$ cat config.mk
export PLATFORM = sky130hd
export DESIGN_NAME = sipo_rx
export DESIGN_NICKNAME = d
export VERILOG_FILES = /design/src/rtl/sipo_pkg.sv /design/src/rtl/sipo_hold_reg.sv /design/src/rtl/sipo_rx.sv
export SDC_FILE = /design/constraint.sdc
export NUM_CORES = 1
export LEC_CHECK = 0
export BUFFER_PORTS_ARGS = -buffer_cell sky130_fd_sc_hd__buf_2
export CAP_MARGIN = 25
export CORE_UTILIZATION = 45
export CTS_BUF_LIST = sky130_fd_sc_hd__clkbuf_8 sky130_fd_sc_hd__clkbuf_16
export DETAILED_ROUTE_END_ITERATION = 8
export GPL_TIMING_DRIVEN = 0
export MAX_ROUTING_LAYER = met4
export PLACE_DENSITY = 0.72
export SYNTH_ARGS = -nofsm -noshare
export SYNTH_HDL_FRONTEND = slang
export SYNTH_SLANG_ARGS = --single-unit
$ cat constraint.sdc
create_clock -name clk -period 2 [get_ports clk]
set_input_delay 0.1 -clock clk [delete_from_list [all_inputs] [get_ports clk]]
set_output_delay 0.1 -clock clk [all_outputs]
set_load 0.01 [all_outputs]
$ cat src/rtl/sipo_pkg.sv
// ----------------------------------------------------------------------------
// sipo_pkg
//   Shared definitions for the sipo_rx serial receiver: receiver FSM state
//   encoding and the bit-order selector values for the SHIFT_DIR parameter.
// ----------------------------------------------------------------------------
package sipo_pkg;

  // Receiver FSM: SHIFT collects data bits, PARITY collects the trailing
  // parity bit (only reachable when parity is compiled in).
  typedef enum logic [0:0] {
    ST_SHIFT  = 1'b0,
    ST_PARITY = 1'b1
  } sipo_state_e;

  // SHIFT_DIR values
  localparam int DIR_LSB_FIRST = 0;  // first bit received lands in word[0]
  localparam int DIR_MSB_FIRST = 1;  // first bit received lands in word[SIZE-1]

endpackage : sipo_pkg

$ cat src/rtl/sipo_hold_reg.sv
// ----------------------------------------------------------------------------
// sipo_hold_reg
//   One-word valid/ready holding register. A completed word is loaded when the
//   register is free (empty, or being accepted on the same edge); otherwise the
//   word is dropped and a one-cycle overrun pulse is raised.
// Ports
//   clk        in   1      clock
//   reset_n    in   1      asynchronous active-low reset
//   i_load     in   1      a new word is offered this cycle
//   i_data     in   WIDTH  word offered with i_load
//   i_ready    in   1      downstream accepts the held word when o_valid=1
//   o_data     out  WIDTH  held word
//   o_valid    out  1      o_data holds an unaccepted word
//   o_overrun  out  1      one-cycle pulse: offered word dropped (register full)
// ----------------------------------------------------------------------------
module sipo_hold_reg #(
  parameter int WIDTH = 8
) (
  input  logic             clk,
  input  logic             reset_n,
  input  logic             i_load,
  input  logic [WIDTH-1:0] i_data,
  input  logic             i_ready,
  output logic [WIDTH-1:0] o_data,
  output logic             o_valid,
  output logic             o_overrun
);

  logic [WIDTH-1:0] r_data;
  logic             r_valid;
  logic             r_overrun;
  logic             w_free;

  // Free when empty or when the current word is being accepted this edge, so a
  // new word can replace an accepted one without a bubble.
  assign w_free = !r_valid || i_ready;

  always_ff @(posedge clk or negedge reset_n) begin
    if (!reset_n) begin
      r_data    <= '0;
      r_valid   <= 1'b0;
      r_overrun <= 1'b0;
    end else begin
      r_overrun <= i_load && !w_free;
      if (i_load && w_free) begin
        r_data  <= i_data;
        r_valid <= 1'b1;
      end else if (r_valid && i_ready) begin
        r_valid <= 1'b0;
      end
    end
  end

  assign o_data    = r_data;
  assign o_valid   = r_valid;
  assign o_overrun = r_overrun;

endmodule : sipo_hold_reg

$ cat src/rtl/sipo_rx.sv
// ----------------------------------------------------------------------------
// sipo_rx
//   Serial-in parallel-out receiver for the bit-serial PISO link. One bit is
//   sampled per enable beat; SIZE bits form a word that is presented through a
//   one-word valid/ready holding register with overrun detection.
// Configuration
//   SIPO_PARITY_EN  when defined, each word is followed by one parity bit and
//                   the parity_err output is present (sense set by PARITY_ODD).
// Parameters
//   SIZE        word width in bits (>= 2)
//   SHIFT_DIR   DIR_LSB_FIRST (0) or DIR_MSB_FIRST (1)
//   PARITY_ODD  0 even parity, 1 odd parity (used only with SIPO_PARITY_EN)
// Ports
//   clk         in   1     clock
//   reset_n     in   1     asynchronous active-low reset
//   enable      in   1     bit strobe
//   in          in   1     serial data bit
//   clear       in   1     synchronous abort of the partial word
//   ready       in   1     downstream accepts word when valid&ready
//   out         out  SIZE  received word
//   valid       out  1     out holds an unaccepted word
//   done        out  1     one-cycle pulse per completed word (kept or dropped)
//   busy        out  1     a partial word is in progress
//   overrun     out  1     one-cycle pulse: completed word dropped
//   parity_err  out  1     parity result of the word in out (SIPO_PARITY_EN only)
// ----------------------------------------------------------------------------
module sipo_rx
  import sipo_pkg::*;
#(
  parameter int SIZE       = 8,
  parameter int SHIFT_DIR  = DIR_LSB_FIRST,
  parameter int PARITY_ODD = 0
) (
  input  logic            clk,
  input  logic            reset_n,
  input  logic            enable,
  input  logic            in,
  input  logic            clear,
  input  logic            ready,
  output logic [SIZE-1:0] out,
  output logic            valid,
  output logic            done,
  output logic            busy,
  output logic            overrun
`ifdef SIPO_PARITY_EN
  ,
  output logic            parity_err
`endif
);

  localparam int            CW        = $clog2(SIZE);
  localparam logic [CW-1:0] LAST      = CW'(SIZE - 1);
  localparam bit            LSB_FIRST = (SHIFT_DIR == DIR_LSB_FIRST);
  localparam logic [0:0]    S_SHIFT   = ST_SHIFT;
`ifdef SIPO_PARITY_EN
  localparam logic [0:0]    S_PARITY  = ST_PARITY;
  localparam logic          ODD_BIT   = (PARITY_ODD != 0);
  localparam int            PW        = SIZE + 1;  // parity flag travels with the word
`else
  localparam int            PW        = SIZE;
`endif

  logic [CW-1:0]   r_cnt;
  logic [0:0]      r_state;
  logic [SIZE-1:0] r_shreg;
  logic            r_done;

  logic [CW-1:0]   w_idx;
  logic            w_last_bit;
  logic [SIZE-1:0] w_next_word;
  logic            w_complete;
  logic [PW-1:0]   w_payload;
  logic [PW-1:0]   w_hold_data;

  // Bits are written in place at their final position rather than shifted,
  // so both bit orders share the same datapath.
  assign w_idx      = LSB_FIRST ? r_cnt : (LAST - r_cnt);
  assign w_last_bit = (r_cnt == LAST);

  always_comb begin
    // NOTE: the default assignment first means every path drives w_next_word,
    // so no latch is inferred for the bits not being written.
    w_next_word        = r_shreg;
    w_next_word[w_idx] = in;
  end

`ifdef SIPO_PARITY_EN
  logic w_perr;
  // The word completes on the parity beat; the data bits are already in r_shreg.
  assign w_complete = enable && !clear && (r_state == S_PARITY);
  assign w_perr     = ((^r_shreg) ^ in) != ODD_BIT;
  assign w_payload  = {w_perr, r_shreg};
`else
  logic w_unused_parity_odd;
  assign w_unused_parity_odd = (PARITY_ODD != 0);
  // Without parity the word completes on its last data bit, bypassing r_shreg
  // so out is visible one clock after the last bit.
  assign w_complete = enable && !clear && w_last_bit;
  assign w_payload  = w_next_word;
`endif

  // NOTE: sequential state uses nonblocking assignments so every register
  // samples pre-edge values regardless of statement order.
  always_ff @(posedge clk or negedge reset_n) begin
    if (!reset_n) begin
      r_cnt   <= '0;
      r_state <= S_SHIFT;
      r_shreg <= '0;
      r_done  <= 1'b0;
    end else begin
      r_done <= w_complete;
      if (clear) begin
        // Abort the partial word; the holding register is left alone.
        r_cnt   <= '0;
        r_state <= S_SHIFT;
      end else if (enable) begin
`ifdef SIPO_PARITY_EN
        if (r_state == S_PARITY) begin
          r_state <= S_SHIFT;
        end else begin
          r_shreg <= w_next_word;
          if (w_last_bit) begin
            r_cnt   <= '0;
            r_state <= S_PARITY;
          end else begin
            r_cnt <= r_cnt + 1'b1;
          end
        end
`else
        r_shreg <= w_next_word;
        r_cnt   <= w_last_bit ? '0 : r_cnt + 1'b1;
`endif
      end
    end
  end

  sipo_hold_reg #(
    .WIDTH (PW)
  ) u_hold (
    .clk       (clk),
    .reset_n   (reset_n),
    .i_load    (w_complete),
    .i_data    (w_payload),
    .i_ready   (ready),
    .o_data    (w_hold_data),
    .o_valid   (valid),
    .o_overrun (overrun)
  );

`ifdef SIPO_PARITY_EN
  assign {parity_err, out} = w_hold_data;
`else
  assign out = w_hold_data;
`endif

  assign done = r_done;
  assign busy = (r_cnt != '0) || (r_state != S_SHIFT);

endmodule : sipo_rx
* After elaboration in Yosys (flattened, before gate mapping)
Cells that the tools add are included.
** Word-level totals
- Bits of input ports :: 6
- Output and inout port bits :: 12
- Bits in registers :: 22
- Word-level logic and storage cells :: 33
** Operators by class
- Bitwise gates (word level) :: 1
- Reductions and logical operators :: 14
- Eq/ne operators :: 1
- Magnitude comparators :: 2
- Mux-type cells :: 8
- $add $sub $neg :: 1
** Operator list (count)
- $mux W3 :: 3
- $bwmux W8 :: 1
- $logic_and A1 B1 Y1 :: 6
- $lt A3 B4 Y1 const B :: 1
- $reduce_bool A2 Y1 :: 2
- $add A3 B1 Y3 const B :: 1
- $demux W1 S3 :: 1
- $eq A3 B3 Y1 const B :: 1
- $ge A3 B1 Y1 const B :: 1
- $logic_not A1 Y1 :: 3
- $mux W1 :: 3
- $reduce_bool A3 Y1 :: 1
- $reduce_and A2 Y1 :: 1
- $logic_or A1 B1 Y1 :: 1
- $not A1 Y1 :: 1

* Depth between registers and ports, before layout
Gate-level depths: netlist of the first run.
- Depth in word-level cells :: 5
- Gate-level depth with buffers :: 6
- Mapped depth without buffers :: 5

* Modules after synthesis
From an unflattened synthesis of the first run, not the netlist that was laid out.
** Second synthesis, totals
- Cells, all modules :: 94
- Area, all modules :: 1166.1 sq um
** By module, submodules not included
- sipo_rx :: area each 759.5 sq um, sequential area each 300.3 sq um, cells an instance 71, instances 1
- sipo_hold_reg :: area each 406.6 sq um, sequential area each 250.2 sq um, cells an instance 23, instances 1

* Least setup slack after synthesis of the first run
Ideal clock, no wire load.
- Path kind :: register to register
- Start point :: register r_cnt[0]
- End point :: register u_hold.r_data[0], in the netlist u_hold.o_data[0]
- Data arrival time :: 1.211 ns
- Path slack :: 0.709 ns
- Required time :: 1.921 ns
- Path buffers :: 1
- Library setup time :: 0.079 ns
- Clock period less this slack :: 1.291 ns
- Cell stages (with the launch flop) :: 7
- Path through :: dfrtp_1 > ha_1 > ha_1 > nand3b_4 > nor2b_2 > buf_6 > mux2i_1
** On the way
- Longest elaborated chain between the ends :: 5
- Elaborated cells between the ends (all ways) :: 9
- Those cells by class :: order compare (2); eq/ne (1); mux (3); reduce/logical (3)
** Ends and longest elaborated chain
- start, declared :: RTL line sipo_rx.sv:63 : logic [CW-1:0] r_cnt;
- start signal, assigned :: RTL line sipo_rx.sv:131 : r_cnt <= w_last_bit ? '0 : r_cnt + 1'b1;
- $lt A3 B4 Y1 (not written as such) or $ge A3 B1 Y1 (tied branches) :: RTL line sipo_rx.sv:84 : w_next_word[w_idx] = in;
- $logic_and A1 B1 Y1 (not written as such) :: RTL line sipo_rx.sv:84
- $mux W1 (not written as such) :: RTL line sipo_rx.sv:84
- $demux W1 S3 :: RTL line sipo_rx.sv:84
- $bwmux W8 :: RTL line sipo_rx.sv:84
- end signal, assigned :: RTL line sipo_hold_reg.sv:46 : r_data <= i_data;
- end, declared :: RTL line sipo_hold_reg.sv:29 : logic [WIDTH-1:0] r_data;
Parallel ways exist; a longest one is shown, timed or not.
A chain may end at the register's enable or synchronous reset.

* Final worst setup path of the first run
- Start point :: register r_cnt[0]
- End point :: register u_hold.r_data[3], in the netlist u_hold.o_data[3]
Same word-level chain as after synthesis.

==> results of run 1 <==
-- registers in the layout, indices dropped and copies added (netlist names) --
register,cells
r_cnt,3
u_hold.o_valid,1
u_hold.o_data,8
done,1
r_shreg,8
u_hold.o_overrun,1
-- final cells by class --
cell class / count / area [µm²]
buffer: 7 / 62.6
clock buffer: 3 / 41.3
fill: 210 / 993
inverter: 11 / 41.3
multi-input combinational: 57 / 445
sequential: 22 / 551
tap: 28 / 35.0
timing repair buffer: 16 / 85.1
-- metal layers --
| metal | vias up | global-route usage |
|---|---|---|
| li1 | 351 | - |
| met1 | 339 | 0.214 |
| met2 | 9 | 0.242 |
| met3 | 2 | 0.0357 |
| met4 | 0 | 0.122 |
| met5 | - | - |
-- worst min path at each step --
stage | cells past startpoint | endpoint | slack, ps
finish | 2 | r_cnt[0]$_DFFE_PN0P_ | 50
floorplan | 0 | done$_DFF_PN0_ | -200
global placement | 1 | u_hold.o_data[3]$_DFFE_PN0P_ | 90
global route | 2 | r_cnt[2]$_DFFE_PN0P_ | 60
CTS | 2 | r_cnt[2]$_DFFE_PN0P_ | 50
detailed placement | 1 | u_hold.o_data[7]$_DFFE_PN0P_ | 100
-- per-stage QoR --
stage	instance area, µm²	setup WS [ps]	instances
6_report	1260	569	144
5_1_grt	1260	460	144
4_1_cts	1260	546	144
3_5_place_dp	1210	566	140
3_3_place_gp	1210	605	140
2_1_floorplan	1100	709	97
-- power breakdown --
| part | internal [mW] | total (mW) | switching (mW) |
|---|---|---|---|
| Clock | 0.134 | 0.269 | 0.135 |
| Combinational | 0.0595 | 0.134 | 0.0744 |
| Sequential | 0.483 | 0.504 | 0.0212 |
-- cell usage after synthesis, types with 2 or more instances --
library cell,count
buf_6,4
dfrtp_1,22
ha_1,3
inv_1,11
mux2i_1,19
nand2_1,9
nand2b_1,2
nand3b_1,3
nor2_1,5
nor3b_2,3
o21ai_0,4
o21ai_1,4
-- cells by family (layout without fill, tap and decap cells) --
| logic type | count (synthesis) | after routing | synth area share |
|---|---|---|---|
| flip-flops | 22 | 22 | 0.501 |
| multiplexers | 19 | 19 | 0.173 |
| AND/OR/NAND/NOR | 27 | 27 | 0.162 |
| adder cells (fa/ha/maj) | 3 | 3 | 0.0341 |
| AO/OA/AOI/OAI | 8 | 8 | 0.0364 |
| buffers and inverters | 18 | 37 | 0.0944 |
==> impl_metrics.ini, run 1 <==
[clock_tree]
max-clock-path-buffers = 2
cts_tree = done
post_cts_buffers = 0
htree_levels = 1
cts_resized = 0
root_buffer = clkbuf_8
clk_pin_slew_ps = 80
cts_buffers = 3
cts_hold_buf = 1
cts.sinks = 22
clk_latency_ps = 260

[timing]
slew_viol_final = 0
worstMarginPinSlew_ps = 491
period_needed_ps = 1430
hold_viol = 0
holdWs_ps = 52.0
fin_crit_sh = 0.715
max_freq_ghz = 0.699
setup_viol = 0
fin_tns_setup_ps = 0
fin_skew_ps = 3.42
rsz0062_at_grt = no
slew_headroom = 0.672

[outcome]
status = finished, final reports clean

[power_and_ir_drop]
ir_drop_v = 0.000549
power_density_mw_per_mm2 = 719
leakagePower_nw = 0.662
finalPower_mw = 0.907

[die]
dieArea_mm2 = 0.00265
io_pins = 18
die_h_um = 51.4
initial_core_util = 0.488
core-area_mm2 = 0.00225
die_x_um = 51.4
rows = 17

[synthesis]
yosysWarnings = 0
yosysSeqAreaShare = 0.501
synth_top_area_cell = dfrtp_1
syn_area_mm2 = 0.00110
synthArstFlopShare = 1.00
netlist_instances = 97
synth_cell_types = 20
synth_top_area_frac = 0.501
synthesis.nets = 106
synth-edff-count = 0
synthFlopType = dfrtp_1
netlist_top_cells_area = dfrtp_1 (50%), mux2i_1 (17%), buf_6 (4.1%), inv_1 (3.8%), ha_1 (3.4%)
syn_avg_cell_area_um2 = 11.3
synth-seq-cells = 22

[setup_path]
cp-end-kind = flop
cp_cell_sequence = ha_1 -> ha_1 -> nand3b_4 -> nor2b_2 -> buf_6 -> mux2i_1
slowest_stage = dfrtp_1
path_class = reg2reg
cp_common_cell = ha_1
cp.required_ps = 2180
reg2reg_setup_slack_ps = 570
crit_fanout = 8
cp_num_buf_inv = 1
cp_data_arrival_time_ps = 1610
cp.depth = 6
worstReg2RegStart = r_cnt[0]$_DFFE_PN0P_
rr_endpoint = u_hold.o_data[3]$_DFFE_PN0P_
worstRegToRegCells = 6
critPathMaxStageDelay_ps = 390
cp-endpoint = u_hold.o_data[3]$_DFFE_PN0P_
crit_path_start_kind = flop
crit_start = r_cnt[0]$_DFFE_PN0P_
crit_family = flip-flops

[finish]
area_growth_pct = 14.7
final_layout_size_suffix_gt1_frac = 0.276
final_cell_mix = dfrtp_1 (22), mux2i_1 (19), buf_2 (16), inv_1 (11), nand2_1 (9)
n_antenna_cell = 0
fin_util = 0.559
nets = 127
layout_commonest_cell = dfrtp_1

[grt]
grt_first_pass_wirelength_um = 3110
grt_overflow = 0
grt_pass1_vias = 694
antenna_found_initial = 0
track_usage = 0.170
grt_max_degree = 23

[run]
maxCapViolations = 0

[detailed_routing]
wl_um = 1760
viasPerCell = 4.87
route.met2.wl_um = 830
dr.pass1.iters = 3
route.vias.total = 701
highest_layer = met4
route.met3.wl_um = 46
met1_length_um = 851
drtIter0Drc = 5
post_drt_wl_per_cell_um = 12.2
drc = 0
antenna_left = 0

[placed_design]
place_congestion = 0.715
portBuffers = 15
hpwl_um = 1230

[min_path]
hold_class = in2reg
min_from = clear
Note: power is estimated with default switching activity, not from simulation.
==> inputs of run 2 (changes only) <==
PLACE_DENSITY = 0.74   (was 0.72)
clock period = 1.21 ns   (was 2 ns; I/O delays follow)
==> impl_metrics.ini, run 2 (synthesis gave the netlist of run 1 again) <==
[outcome]
status = finished with violations
violations = setup timing

[detailed_routing]
wl_um = 1970
route.vias.total = 728
viasPerCell = 4.82
post_drt_wl_per_cell_um = 13.1
drc = 0
drtIter0Drc = 7
dr.pass1.iters = 4
antenna_left = 0

[finish]
final_cell_mix = dfrtp_1 (22), mux2i_1 (17), buf_2 (16), inv_1 (10), nand2_1 (9)
layout_commonest_cell = dfrtp_1
regArea_um2 = 551
final_layout_size_suffix_gt1_frac = 0.374
n_fill_cell = 197
n_antenna_cell = 0
area_growth_pct = 23.8
nets = 133
multiInputGateArea_um2 = 475

[run]
maxCapViolations = 0

[timing]
period_needed_ps = 1370
max_freq_ghz = 0.730
rsz0062_at_grt = yes
post-route-worst-setup-slack_ps = -160
fin_crit_sh = 1.13
hold_viol = 0
setup_viol = 18
worstMarginPinSlew_ps = 469
fin_tns_setup_ps = -2190
holdWs_ps = 12.5
slew_viol_final = 0
fin_skew_ps = 2.43
slew_headroom = 0.688

[setup_path]
cp-end-kind = flop
crit_path_start_kind = flop
reg2reg_setup_slack_ps = -160
crit_fanout = 7
cp_data_arrival_time_ps = 1510
path_class = reg2reg
cp.required_ps = 1350

[clock_tree]
root_buffer = clkbuf_8
htree_levels = 1
clk_pin_slew_ps = 80
cts_buffers = 3
cts_tree = done
max-clock-path-buffers = 2
clk_latency_ps = 260
cts.sinks = 22

[die]
io_pins = 18
core-area_mm2 = 0.00225
rows = 17
initial_core_util = 0.488
die_x_um = 51.4
die_h_um = 51.4
dieArea_mm2 = 0.00265

[power_and_ir_drop]
finalPower_mw = 1.63
power_density_mw_per_mm2 = 1190
ir_drop_v = 0.000840
leakagePower_nw = 0.683

[grt]
use_met3 = 0.0268
grt_overflow = 0
grt_pass1_vias = 726
grt_busiest_layer = met2
grt_max_degree = 23
antenna_found_initial = 0
grt_first_pass_wirelength_um = 3220
track_usage = 0.173
met1_usage = 0.211
met2_usage = 0.281

[placed_design]
portBuffers = 15
place_congestion = 0.734
hpwl_um = 1300

[min_path]
hold_class = in2reg
[run 2: through the flow]
| step | cell area [µm²] | instances | util | setup WS, ps |
|---|---|---|---|---|
| final | 1360 | 151 | 0.604 | -160 |
| after global routing | 1360 | 151 | 0.604 | -247 |
| after CTS | 1330 | 150 | 0.590 | -170 |
| after detailed placement | 1220 | 140 | 0.543 | -188 |
| after global placement | 1220 | 140 | 0.543 | -142 |
| after floorplan | 1110 | 97 | - | -54.0 |
[run 2: metal layers]
metal	wire length (µm)	part of all wire
met1	949	0.48
met2	939	0.48
met3	50	0.025
met4	33	0.017
met5	0	0
[run 2: what timing repair did]
action,4_1_cts,5_1_grt
buffers inserted,5,1
hold buffers,1,0
hold endpoints to repair,22,0
endpoints found under the setup margin,13,18
pin swaps,3,1
resized for setup,6,6
[run 2: worst paths after layout]
check,startpoint,end,cells after the start
max in group asynchronous,reset_n,u_hold.o_data[0]$_DFFE_PN0P_,2
min in group asynchronous,reset_n,u_hold.o_data[5]$_DFFE_PN0P_,2
worst min register to register,r_shreg[4]$_DFFE_PN0P_,r_shreg[4]$_DFFE_PN0P_,2
worst max register to register,r_cnt[0]$_DFFE_PN0P_,u_hold.o_data[6]$_DFFE_PN0P_,6
worst min-delay path,clear,r_cnt[0]$_DFFE_PN0P_,2
worst max-delay path,r_cnt[0]$_DFFE_PN0P_,u_hold.o_data[6]$_DFFE_PN0P_,6
[run 2: area by class of cell]
| class | count | share of cell area |
|---|---|---|
| multi-input cells | 57 | 0.349 |
| plain buffers | 7 | 0.0487 |
| well taps | 28 | 0.0257 |
| clock buffers | 4 | 0.0404 |
| repair buffers | 22 | 0.101 |
| inverters | 11 | 0.0303 |
| flip-flops and latches | 22 | 0.404 |
[run 2: report_power, final]
part           internal [mW]  total (mW)  switching, mW  leakage (nW)
sequential             0.799       0.837         0.0382         0.260
clock                  0.290       0.518          0.228        0.0288
combinational          0.129       0.271          0.142         0.395
total                   1.22        1.63          0.408         0.683
[run 2: worst max-delay path, cell delays in order (launching register included)]
cell      delay (ps)
dfrtp_1          390
buf_4            140
buf_6            130
buf_4            130
nand3b_1         160
mux2i_1          200
mux2i_1          100
==> inputs of run 3 (changes only) <==
PLACE_DENSITY = 0.66   (was 0.74)
==> impl_metrics.ini, run 3 (synthesis gave the netlist of run 1 again) <==
[min_path]
min_from = clear
hold_class = in2reg
worstHoldPathCells = 2
min_to = r_cnt[0]$_DFFE_PN0P_

[grt]
grt_pass1_vias = 709
grt_first_pass_wirelength_um = 3220
track_usage = 0.176
antenna_found_initial = 0
grt_max_degree = 23
grt_overflow = 0

[power_and_ir_drop]
ir_drop_v = 0.000850
leakagePower_nw = 0.674
finalPower_mw = 1.61
power_density_mw_per_mm2 = 1210

[timing]
fin_crit_sh = 1.13
slew_viol_final = 0
fin_skew_ps = 0.904
period_needed_ps = 1370
rsz0062_at_grt = yes
hold_viol = 0
slew_headroom = 0.672
post-route-worst-setup-slack_ps = -162
max_freq_ghz = 0.729
setup_viol = 17
worstMarginPinSlew_ps = 493

[die]
rows = 17
initial_core_util = 0.488
die_h_um = 51.4
core-area_mm2 = 0.00225
die_x_um = 51.4
dieArea_mm2 = 0.00265
io_pins = 18

[finish]
final_cell_mix = dfrtp_1 (22), mux2i_1 (18), buf_2 (17), inv_1 (11), nand2_1 (9)
final_layout_size_suffix_gt1_frac = 0.339
nets = 131
n_fill_cell = 209
layout_commonest_cell = dfrtp_1
area_growth_pct = 21.4
fin_util = 0.592
fin_area_mm2 = 0.00134
n_antenna_cell = 0

[detailed_routing]
wl_um = 1890
route.vias.total = 709
viasPerCell = 4.76
drtIter0Drc = 9
antenna_left = 0
dr.pass1.iters = 2
drc = 0
post_drt_wl_per_cell_um = 12.7

[setup_path]
rr_endpoint = u_hold.o_data[0]$_DFFE_PN0P_
cp_data_arrival_time_ps = 1510
cp.required_ps = 1350
crit_path_start_kind = flop
crit_fanout = 5
critPathMaxStageDelay_ps = 390
cp_common_cell = mux2i_1
slowest_stage = dfrtp_1
cp_cell_sequence = buf_4 -> buf_6 -> nor3_2 -> mux2i_1 -> mux2i_1
worstRegToRegCells = 5
reg2reg_setup_slack_ps = -160
worstReg2RegStart = r_cnt[0]$_DFFE_PN0P_
path_class = reg2reg
cp-end-kind = flop

[outcome]
status = finished with violations
violations = setup timing

[placed_design]
place_ws_ps = -184
portBuffers = 15
dpl-instance-area_mm2 = 0.00122
place_congestion = 0.690
hpwl_um = 1250

[clock_tree]
root_buffer = clkbuf_8
clk_latency_ps = 260
cts_tree = done
cts.sinks = 22
max-clock-path-buffers = 2
cts_buffers = 3
htree_levels = 1
clk_pin_slew_ps = 80

[run]
maxCapViolations = 0
==> run 3: area by class of cell <==
type	count	area (µm²)	share of cell area
Timing Repair Buffer	21	120	0.0900
Tap cell	28	35.0	0.0262
Buffer	6	51.3	0.0384
Inverter	11	41.3	0.0309
Clock buffer	4	55.1	0.0412
Sequential cell	22	551	0.412
Multi-Input combinational cell	57	482	0.361
==> run 3: report_power, final <==
group | internal (mW) | switching [mW] | leakage (nW)
Clock | 0.290 | 0.240 | 0.0288
Sequential | 0.798 | 0.0361 | 0.260
Combinational | 0.111 | 0.136 | 0.385
==> run 3: how the worst max path moves through the flow <==
stage | cells after the start | endpoint | startpoint
6_report | 5 | u_hold.o_data[0]$_DFFE_PN0P_ | r_cnt[0]$_DFFE_PN0P_
4_1_cts | 6 | u_hold.o_data[4]$_DFFE_PN0P_ | r_cnt[1]$_DFFE_PN0P_
3_5_place_dp | 6 | u_hold.o_data[4]$_DFFE_PN0P_ | r_cnt[0]$_DFFE_PN0P_
2_1_floorplan | 6 | u_hold.o_data[0]$_DFFE_PN0P_ | r_cnt[0]$_DFFE_PN0P_
5_1_grt | 5 | u_hold.o_data[0]$_DFFE_PN0P_ | r_cnt[0]$_DFFE_PN0P_
3_3_place_gp | 6 | u_hold.o_data[4]$_DFFE_PN0P_ | r_cnt[0]$_DFFE_PN0P_
==> run 3: per-stage QoR <==
step	hold slack (ps)	setup TNS, ps	cells
floorplan	-235	-432	97
global placement	51.4	-1090	140
detailed placement	51.4	-1420	140
CTS	4.56	-1740	148
global route	8.55	-3140	149
finish	3.66	-1600	149
==> run 3: per-layer routing <==
metal / routed length [µm] / share of wire / track usage
met4: 42 / 0.022 / 0.0946
met3: 60 / 0.032 / 0.0357
met5: 0 / 0 / -
met1: 918 / 0.49 / 0.224
met2: 870 / 0.46 / 0.262
==> run 3: what timing repair did <==
action	4_1_cts	5_1_grt
hold buffers	1	0
hold endpoints to repair	22	0
pin swaps	4	2
gates cloned	1	0
endpoints found under the setup margin	12	19
buffers inserted	3	1
resized for setup	3	5
==> run 3: worst max-delay path, delay by kind of cell, from the launching register on <==
| family | cells | cell delay [ps] |
|---|---|---|
| DFF | 1 | 390 |
| and+or+nand+nor | 1 | 190 |
| buffers and inverters | 2 | 280 |
| muxes | 2 | 390 |
